[config.mk]
export PLATFORM = sky130hd
export DESIGN_NAME = dlsc_pxdma_ackgen_flat
export DESIGN_NICKNAME = d
export VERILOG_FILES = /design/src/rtl/dlsc_pxdma_ackgen_if.sv /design/src/rtl/dlsc_pxdma_ackgen.sv /design/src/flat_wrapper.sv
export SDC_FILE = /design/constraint.sdc
export NUM_CORES = 1
export LEC_CHECK = 0
export CAP_MARGIN = 20
export CORE_MARGIN = 5
export CORE_UTILIZATION = 44
export CTS_CLUSTER_DIAMETER = 200
export DETAILED_ROUTE_END_ITERATION = 12
export PLACE_DENSITY = 0.66
export REMOVE_ABC_BUFFERS = 1
export SETUP_SLACK_MARGIN = 0.1
export SYNTH_ARGS = -nofsm -noshare
export SYNTH_HDL_FRONTEND = slang
export SYNTH_SLANG_ARGS = --single-unit
[constraint.sdc]
create_clock -name clk -period 5.3 [get_ports clk]
set_clock_uncertainty 0.1 [all_clocks]
set_input_delay 1.06 -clock clk [delete_from_list [all_inputs] [get_ports clk]]
set_output_delay 1.06 -clock clk [all_outputs]
set_load 0.005 [all_outputs]
[src/rtl/dlsc_pxdma_ackgen_if.sv]
`default_nettype none
// +----------------------------------------------------------------------------+
// | Module   : dlsc_pxdma_ackgen_if                                            |
// | Purpose  : row_done / row_ack handshake bundle between pxdma producers,    |
// |            the ack generator and a consumer pxdma.                         |
// | Revision : 1.0                                                             |
// +----------------------------------------------------------------------------+
interface dlsc_pxdma_ackgen_if #(
    parameter int SRCS  = 1,
    parameter int YBITS = 12
) ();

    logic [SRCS-1:0]  src_row_done;
    logic             dst_row_ack;
    logic             frame_start;
    logic             frame_done;
    logic [YBITS-1:0] row;

    // Producer/consumer side of the handshake.
    modport master (
        output src_row_done,
        input  dst_row_ack,
        input  frame_start,
        input  frame_done,
        input  row
    );

    // Ack generator side.
    modport slave (
        input  src_row_done,
        output dst_row_ack,
        output frame_start,
        output frame_done,
        output row
    );

endinterface
`default_nettype wire

[src/rtl/dlsc_pxdma_ackgen.sv]
`default_nettype none
// +----------------------------------------------------------------------------+
// | Module   : dlsc_pxdma_ackgen                                               |
// | Purpose  : Releases one row_ack per row completed by every producer,       |
// |            tracks row/frame position and flags credit overflow.            |
// | Options  : DLSC_PXDMA_ACKGEN_WHOLE_FRAME_EN adds whole_frame gating.       |
// | Revision : 1.0                                                             |
// +----------------------------------------------------------------------------+
module dlsc_pxdma_ackgen #(
    parameter int SRCS  = 1,
    parameter int YBITS = 12
) (
    input  wire logic             clk,
    input  wire logic             rst,
    input  wire logic             enable,
    input  wire logic [YBITS-1:0] vdisp,
    input  wire logic             double_buffer,
`ifdef DLSC_PXDMA_ACKGEN_WHOLE_FRAME_EN
    input  wire logic             whole_frame,
`endif
    output logic                  overflow,
    dlsc_pxdma_ackgen_if.slave    hs
);

    localparam int                 c_CNT_W   = YBITS + 1;
    localparam logic [c_CNT_W-1:0] c_CNT_ONE = c_CNT_W'(1);
    localparam logic [YBITS-1:0]   c_ROW_ONE = YBITS'(1);

    logic [c_CNT_W-1:0] r_cnt      [SRCS];
    logic [c_CNT_W-1:0] w_cnt_next [SRCS];
    logic [SRCS-1:0]    w_ovf;
    logic [c_CNT_W-1:0] w_limit;
    logic [c_CNT_W-1:0] w_frame_rows;
    logic               w_flush;
    logic               w_frame_hold;
    logic               w_ack_ok;
    logic               w_last_row;

    logic [YBITS-1:0]   r_row;
    logic               r_ack;
    logic               r_start;
    logic               r_done;
    logic               r_overflow;

    assign w_flush      = rst | ~enable;
    assign w_limit      = double_buffer ? {vdisp, 1'b0} : {1'b0, vdisp};
    assign w_frame_rows = {1'b0, vdisp};
    assign w_last_row   = (r_row == (vdisp - c_ROW_ONE));

`ifdef DLSC_PXDMA_ACKGEN_WHOLE_FRAME_EN
    assign w_frame_hold = whole_frame && (r_row == '0);
`else
    assign w_frame_hold = 1'b0;
`endif

    // Ack needs credit from every producer, and a full frame of it while held at row 0.
    always_comb begin
        w_ack_ok = 1'b1;
        for (int j = 0; j < SRCS; j++) begin
            if (r_cnt[j] == '0) begin
                w_ack_ok = 1'b0;
            end
            if (w_frame_hold && (r_cnt[j] < w_frame_rows)) begin
                w_ack_ok = 1'b0;
            end
        end
    end

    // A done that meets a same-cycle ack cancels out; a done beyond the limit is dropped.
    always_comb begin
        for (int j = 0; j < SRCS; j++) begin
            w_cnt_next[j] = r_cnt[j];
            w_ovf[j]      = 1'b0;
            if (hs.src_row_done[j] && !w_ack_ok) begin
                if (r_cnt[j] >= w_limit) begin
                    w_ovf[j] = 1'b1;
                end else begin
                    w_cnt_next[j] = r_cnt[j] + c_CNT_ONE;
                end
            end else if (!hs.src_row_done[j] && w_ack_ok) begin
                w_cnt_next[j] = r_cnt[j] - c_CNT_ONE;
            end
        end
    end

    always_ff @(posedge clk) begin
        for (int j = 0; j < SRCS; j++) begin
            if (w_flush) begin
                r_cnt[j] <= '0;
            end else begin
                r_cnt[j] <= w_cnt_next[j];
            end
        end
    end

    always_ff @(posedge clk) begin
        if (w_flush) begin
            r_row      <= '0;
            r_ack      <= 1'b0;
            r_start    <= 1'b0;
            r_done     <= 1'b0;
            r_overflow <= 1'b0;
        end else begin
            r_ack   <= w_ack_ok;
            r_start <= w_ack_ok && (r_row == '0);
            r_done  <= w_ack_ok && w_last_row;
            if (w_ack_ok) begin
                r_row <= w_last_row ? '0 : (r_row + c_ROW_ONE);
            end
            if (|w_ovf) begin
                r_overflow <= 1'b1;
            end
        end
    end

    assign hs.dst_row_ack = r_ack;
    assign hs.frame_start = r_start;
    assign hs.frame_done  = r_done;
    assign hs.row         = r_row;
    assign overflow       = r_overflow;

endmodule
`default_nettype wire

[src/flat_wrapper.sv]
// flat-port wrapper written by rule: the top's interface ports become plain ports
module dlsc_pxdma_ackgen_flat 
#(
    parameter int SRCS  = 1,
    parameter int YBITS = 12
)
  (clk, rst, enable, vdisp, double_buffer, overflow, hs_src_row_done, hs_dst_row_ack, hs_frame_start, hs_frame_done, hs_row);
  dlsc_pxdma_ackgen_if #(.SRCS(SRCS), .YBITS(YBITS)) hs_i ();
  input  wire logic clk;
  input  wire logic rst;
  input  wire logic enable;
  input  wire logic [YBITS-1:0] vdisp;
  input  wire logic double_buffer;
  output logic overflow;
  input wire logic [$bits(hs_i.src_row_done)-1:0] hs_src_row_done;
  output wire logic [$bits(hs_i.dst_row_ack)-1:0] hs_dst_row_ack;
  output wire logic [$bits(hs_i.frame_start)-1:0] hs_frame_start;
  output wire logic [$bits(hs_i.frame_done)-1:0] hs_frame_done;
  output wire logic [$bits(hs_i.row)-1:0] hs_row;
  assign hs_i.src_row_done = hs_src_row_done;
  assign hs_dst_row_ack = hs_i.dst_row_ack;
  assign hs_frame_start = hs_i.frame_start;
  assign hs_frame_done = hs_i.frame_done;
  assign hs_row = hs_i.row;
  dlsc_pxdma_ackgen #(.SRCS(SRCS), .YBITS(YBITS)) u_core (.clk(clk), .rst(rst), .enable(enable), .vdisp(vdisp), .double_buffer(double_buffer), .overflow(overflow), .hs(hs_i));
endmodule
==> run_results.csv <==
group,metric,value,unit
synthesis,synthArstFlopShare,0,%
cells_and_area,diodes,0,
synthesis,syn_area_per_cell,8.05,um2
clock_network,cts_tree,"done",
timing,fin_crit_sh,77.1,%
flow_run,drv_cap,0,
synthesis,yosysUniqueCellTypes,56,
critical_path,critPathSlowestCell,"clkdlybuf4s50_1",
timing,post-route-min-period,4090,ps
cells_and_area,area_growth,17.2,%
power_and_ir_drop,internal-power,1.04,mW
synthesis,syn_area,2590,um2
power_and_ir_drop,netSwitchingFraction,48.2,%
critical_path,cp.arrival,4190,ps
status,status,"finished, final reports clean",
timing,final-max-slew-violation-count,0,
clock_network,cts.repair.resized,0,
synthesis,ys_ff_latch,29,
grt,grt_max_degree,18,
placed_design,dp.cells,417,
cells_and_area,drive_gt1_share,7.69,%
critical_path,slowest_delay,890,ps
die,fp.dieArea,7520,um2
placed_design,place_hpwl,4.89,mm
timing,setup_viol,0,
cells_and_area,fin_cells,426,
synthesis,syn_inst,322,
synthesis,synthAdderAreaFrac,13.8,%
power_and_ir_drop,p_per_area,661,nW/um2
timing,rsz0062_at_grt,"false",
timing,tightest_slew,763,ps
cells_and_area,nets,395,
power_and_ir_drop,leakage,1.17,nW
routing,antenna_left,0,
timing,hold_violations,0,
die,start_util,44.6,%
routing,drt_first_iter_violations,119,
placed_design,post_dp_cell_area,2940,um2
power_and_ir_drop,p_sw,0.967,mW
critical_path,end_kind,"flip-flop",
synthesis,ys_warn_count,0,
timing,max_slew_margin,49.1,%
timing,timing.fmax,245,MHz
clock_network,cts_buffers,5,
cells_and_area,design_area,3040,um2
clock_network,cts_buffer_depth,2,
synthesis,ys_seq_area_share,22.4,%
routing,routed-via-count,2362,
cells_and_area,fillers,572,
timing,timing.hold.ws,388,ps
critical_path,path_cells,"clkdlybuf4s50_1, mux2i_1, ha_1, a21oi_1, o21ai_1, a2111oi_0, a211oi_2, buf_4, o21bai_1, a21oi_1",
power_and_ir_drop,power_frac_clock,9.1,%
power_and_ir_drop,p_total,2.01,mW
cells_and_area,seq_area,581,um2
clock_network,cts_hold_buf,0,
synthesis,synth_xor_area_share,10.8,%
routing,drt_wl_total,6.24,mm
critical_path,crit_top_cell,"a21oi_1",
grt,overflow,0,
power_and_ir_drop,power_frac_comb,73.8,%
routing,vias_per_cell,5.54,
synthesis,synth_compound_area_share,15.4,%
cells_and_area,multi_input_area,1890,um2
die,chipHeight,86.7,um
min_path,hold_path_class,"flip-flop to flip-flop",
critical_path,critPathRequiredTime,5400,ps
routing,met2_length,2.80,mm
critical_path,crit_fanout,13,
routing,dr.pass1.iters,4,
timing,finalSetupTns,0,ps
routing,met3_length,293,um
power_and_ir_drop,ir_drop,0.000370,V
cells_and_area,final_util,52.2,%
routing,wire_per_inst,14.6,um
placed_design,gp_congestion,0.765,
die,die_x,86.7,um
clock_network,htreeDepth,2,
clock_network,path_clk_slew,70,ps
routing,met1_length,3.07,mm
synthesis,synth_edf_count,0,
timing,setup_ws,1210,ps
clock_network,cts_sinks,29,
routing,top_layer_used,"met4",
grt,antenna_found_initial,0,
grt,grt_usage,17.7,%
placed_design,io_buffers,32,
critical_path,cp-start-kind,"input port",
routing,drc,0,
synthesis,synth_top_family_by_area,"simple AND/OR/NAND/NOR gates",
grt,first_global_vias,2334,
synthesis,muxShareOfSynthArea,6.95,%
clock_network,cts_setup_buffers,0,
clock_network,clkLatencyLatePin,280,ps
placed_design,pre_cts_slack,820,ps
synthesis,synthFlopType,"dfxtp_1",
power_and_ir_drop,pwr-share-seq,17.1,%
grt,grt_pass1_wl,10.8,mm
critical_path,crit_type,"input port to flip-flop",
synthesis,synth-simple-area-share,26.1,%
die,fp-row-count,28,
die,coreArea,5820,um2
die,io_pins,33,
clock_network,cts-root-buf,"clkbuf_8",
## sequential cells by signal (all words and copies together), names as in the netlist
name,cells
u_core.hs.frame_start,1
u_core.hs.dst_row_ack,1
u_core.hs.frame_done,1
u_core.hs.row,12
u_core.r_cnt,13
u_core.overflow,1
## cell families (layout without fill, tap and decap cells)
kind of cell | Yosys count | count (layout)
simple gates | 128 | 128
flops | 29 | 29
xor+xnor | 32 | 32
compound gates | 61 | 61
mux | 18 | 18
buf+inv | 26 | 55
fa+ha+maj | 28 | 28
## power groups by stage
stage	Combinational, mW	Sequential (mW)	Clock (mW)
3_3_place_gp	1.43	0.348	0
4_1_cts	1.47	0.343	0.189
6_report	1.48	0.343	0.184
5_1_grt	1.67	0.351	0.200
2_1_floorplan	1.18	0.324	0
3_5_place_dp	1.46	0.347	0
## critical path: cells and delay by family
kind / cells / cell delay [ps]
fa+ha+maj: 1 / 270
compound gates: 6 / 1430
buf+inv: 2 / 1140
mux: 1 / 270
## synth_stat cells, drive strengths merged, types with 2 or more instances
cell      n  area share [%]
a211oi    4             1.4
a21o      3            0.87
a21oi    23             4.4
a31oi     3            0.72
a32o      2            0.77
and3      3            0.72
buf       5             1.5
clkbuf    8             1.2
dfxtp    29              22
ha       27              13
inv      13             1.9
mux2i    18             7.0
nand2    19             2.8
nand2b    4            0.97
nand3     6             1.2
nand4     6             1.4
nor2     51             8.4
nor2b     4            0.97
nor3     10             2.3
nor4      8             2.2
o2111ai   2            0.68
o211ai    3            0.87
o21a      2            0.58
o21ai    10             1.9
o21bai    2            0.58
or3       3            0.72
or4       4             1.3
xnor2    23             7.8
xor2      9             3.0
## metal layers
| metal | track usage, % | vias up |
|---|---|---|
| li1 | - | 1213 |
| met1 | 23.6 | 1087 |
| met2 | 28.4 | 53 |
| met3 | 4.28 | 9 |
| met4 | 4.82 | 0 |
| met5 | 0 | - |
## layout by cell type (no fill, tap or decap), types with 3 or more instances in the layout
cell type	count
nor4_1	7
nand3_1	6
or4_1	3
nor2_1	41
xnor2_1	23
mux2i_1	18
o211ai_1	3
nor2b_1	4
a211oi_1	3
and3_1	3
a31oi_1	3
a21o_1	3
or3_1	3
nor2_2	10
clkbuf_8	5
ha_1	27
clkdlybuf4s50_1	32
nand2_1	19
nand2b_1	4
o21ai_0	8
nor3_1	8
dfxtp_1	29
inv_1	13
xor2_1	9
a21oi_1	23
nand4_1	6
## path summary, 6_finish.rpt
kind	from	endpoint	slack, ps	cells after the start
max reg2reg	u_core.r_cnt[0][1]	u_core.r_cnt[0][12]	1590	10
min	u_core.overflow	u_core.overflow	390	2
min reg2reg	u_core.overflow	u_core.overflow	390	2
max	double_buffer	u_core.r_cnt[0][10]	1210	10
## layout make-up
type,count,area share [%]
well taps,75,3.09
clock buffers,5,2.27
flip-flops and latches,29,19.1
multi-input cells,267,62.3
repair buffers,34,11.0
inverters,13,1.61
clock inverters,3,0.577
Power figures use the tool's default switching activity.
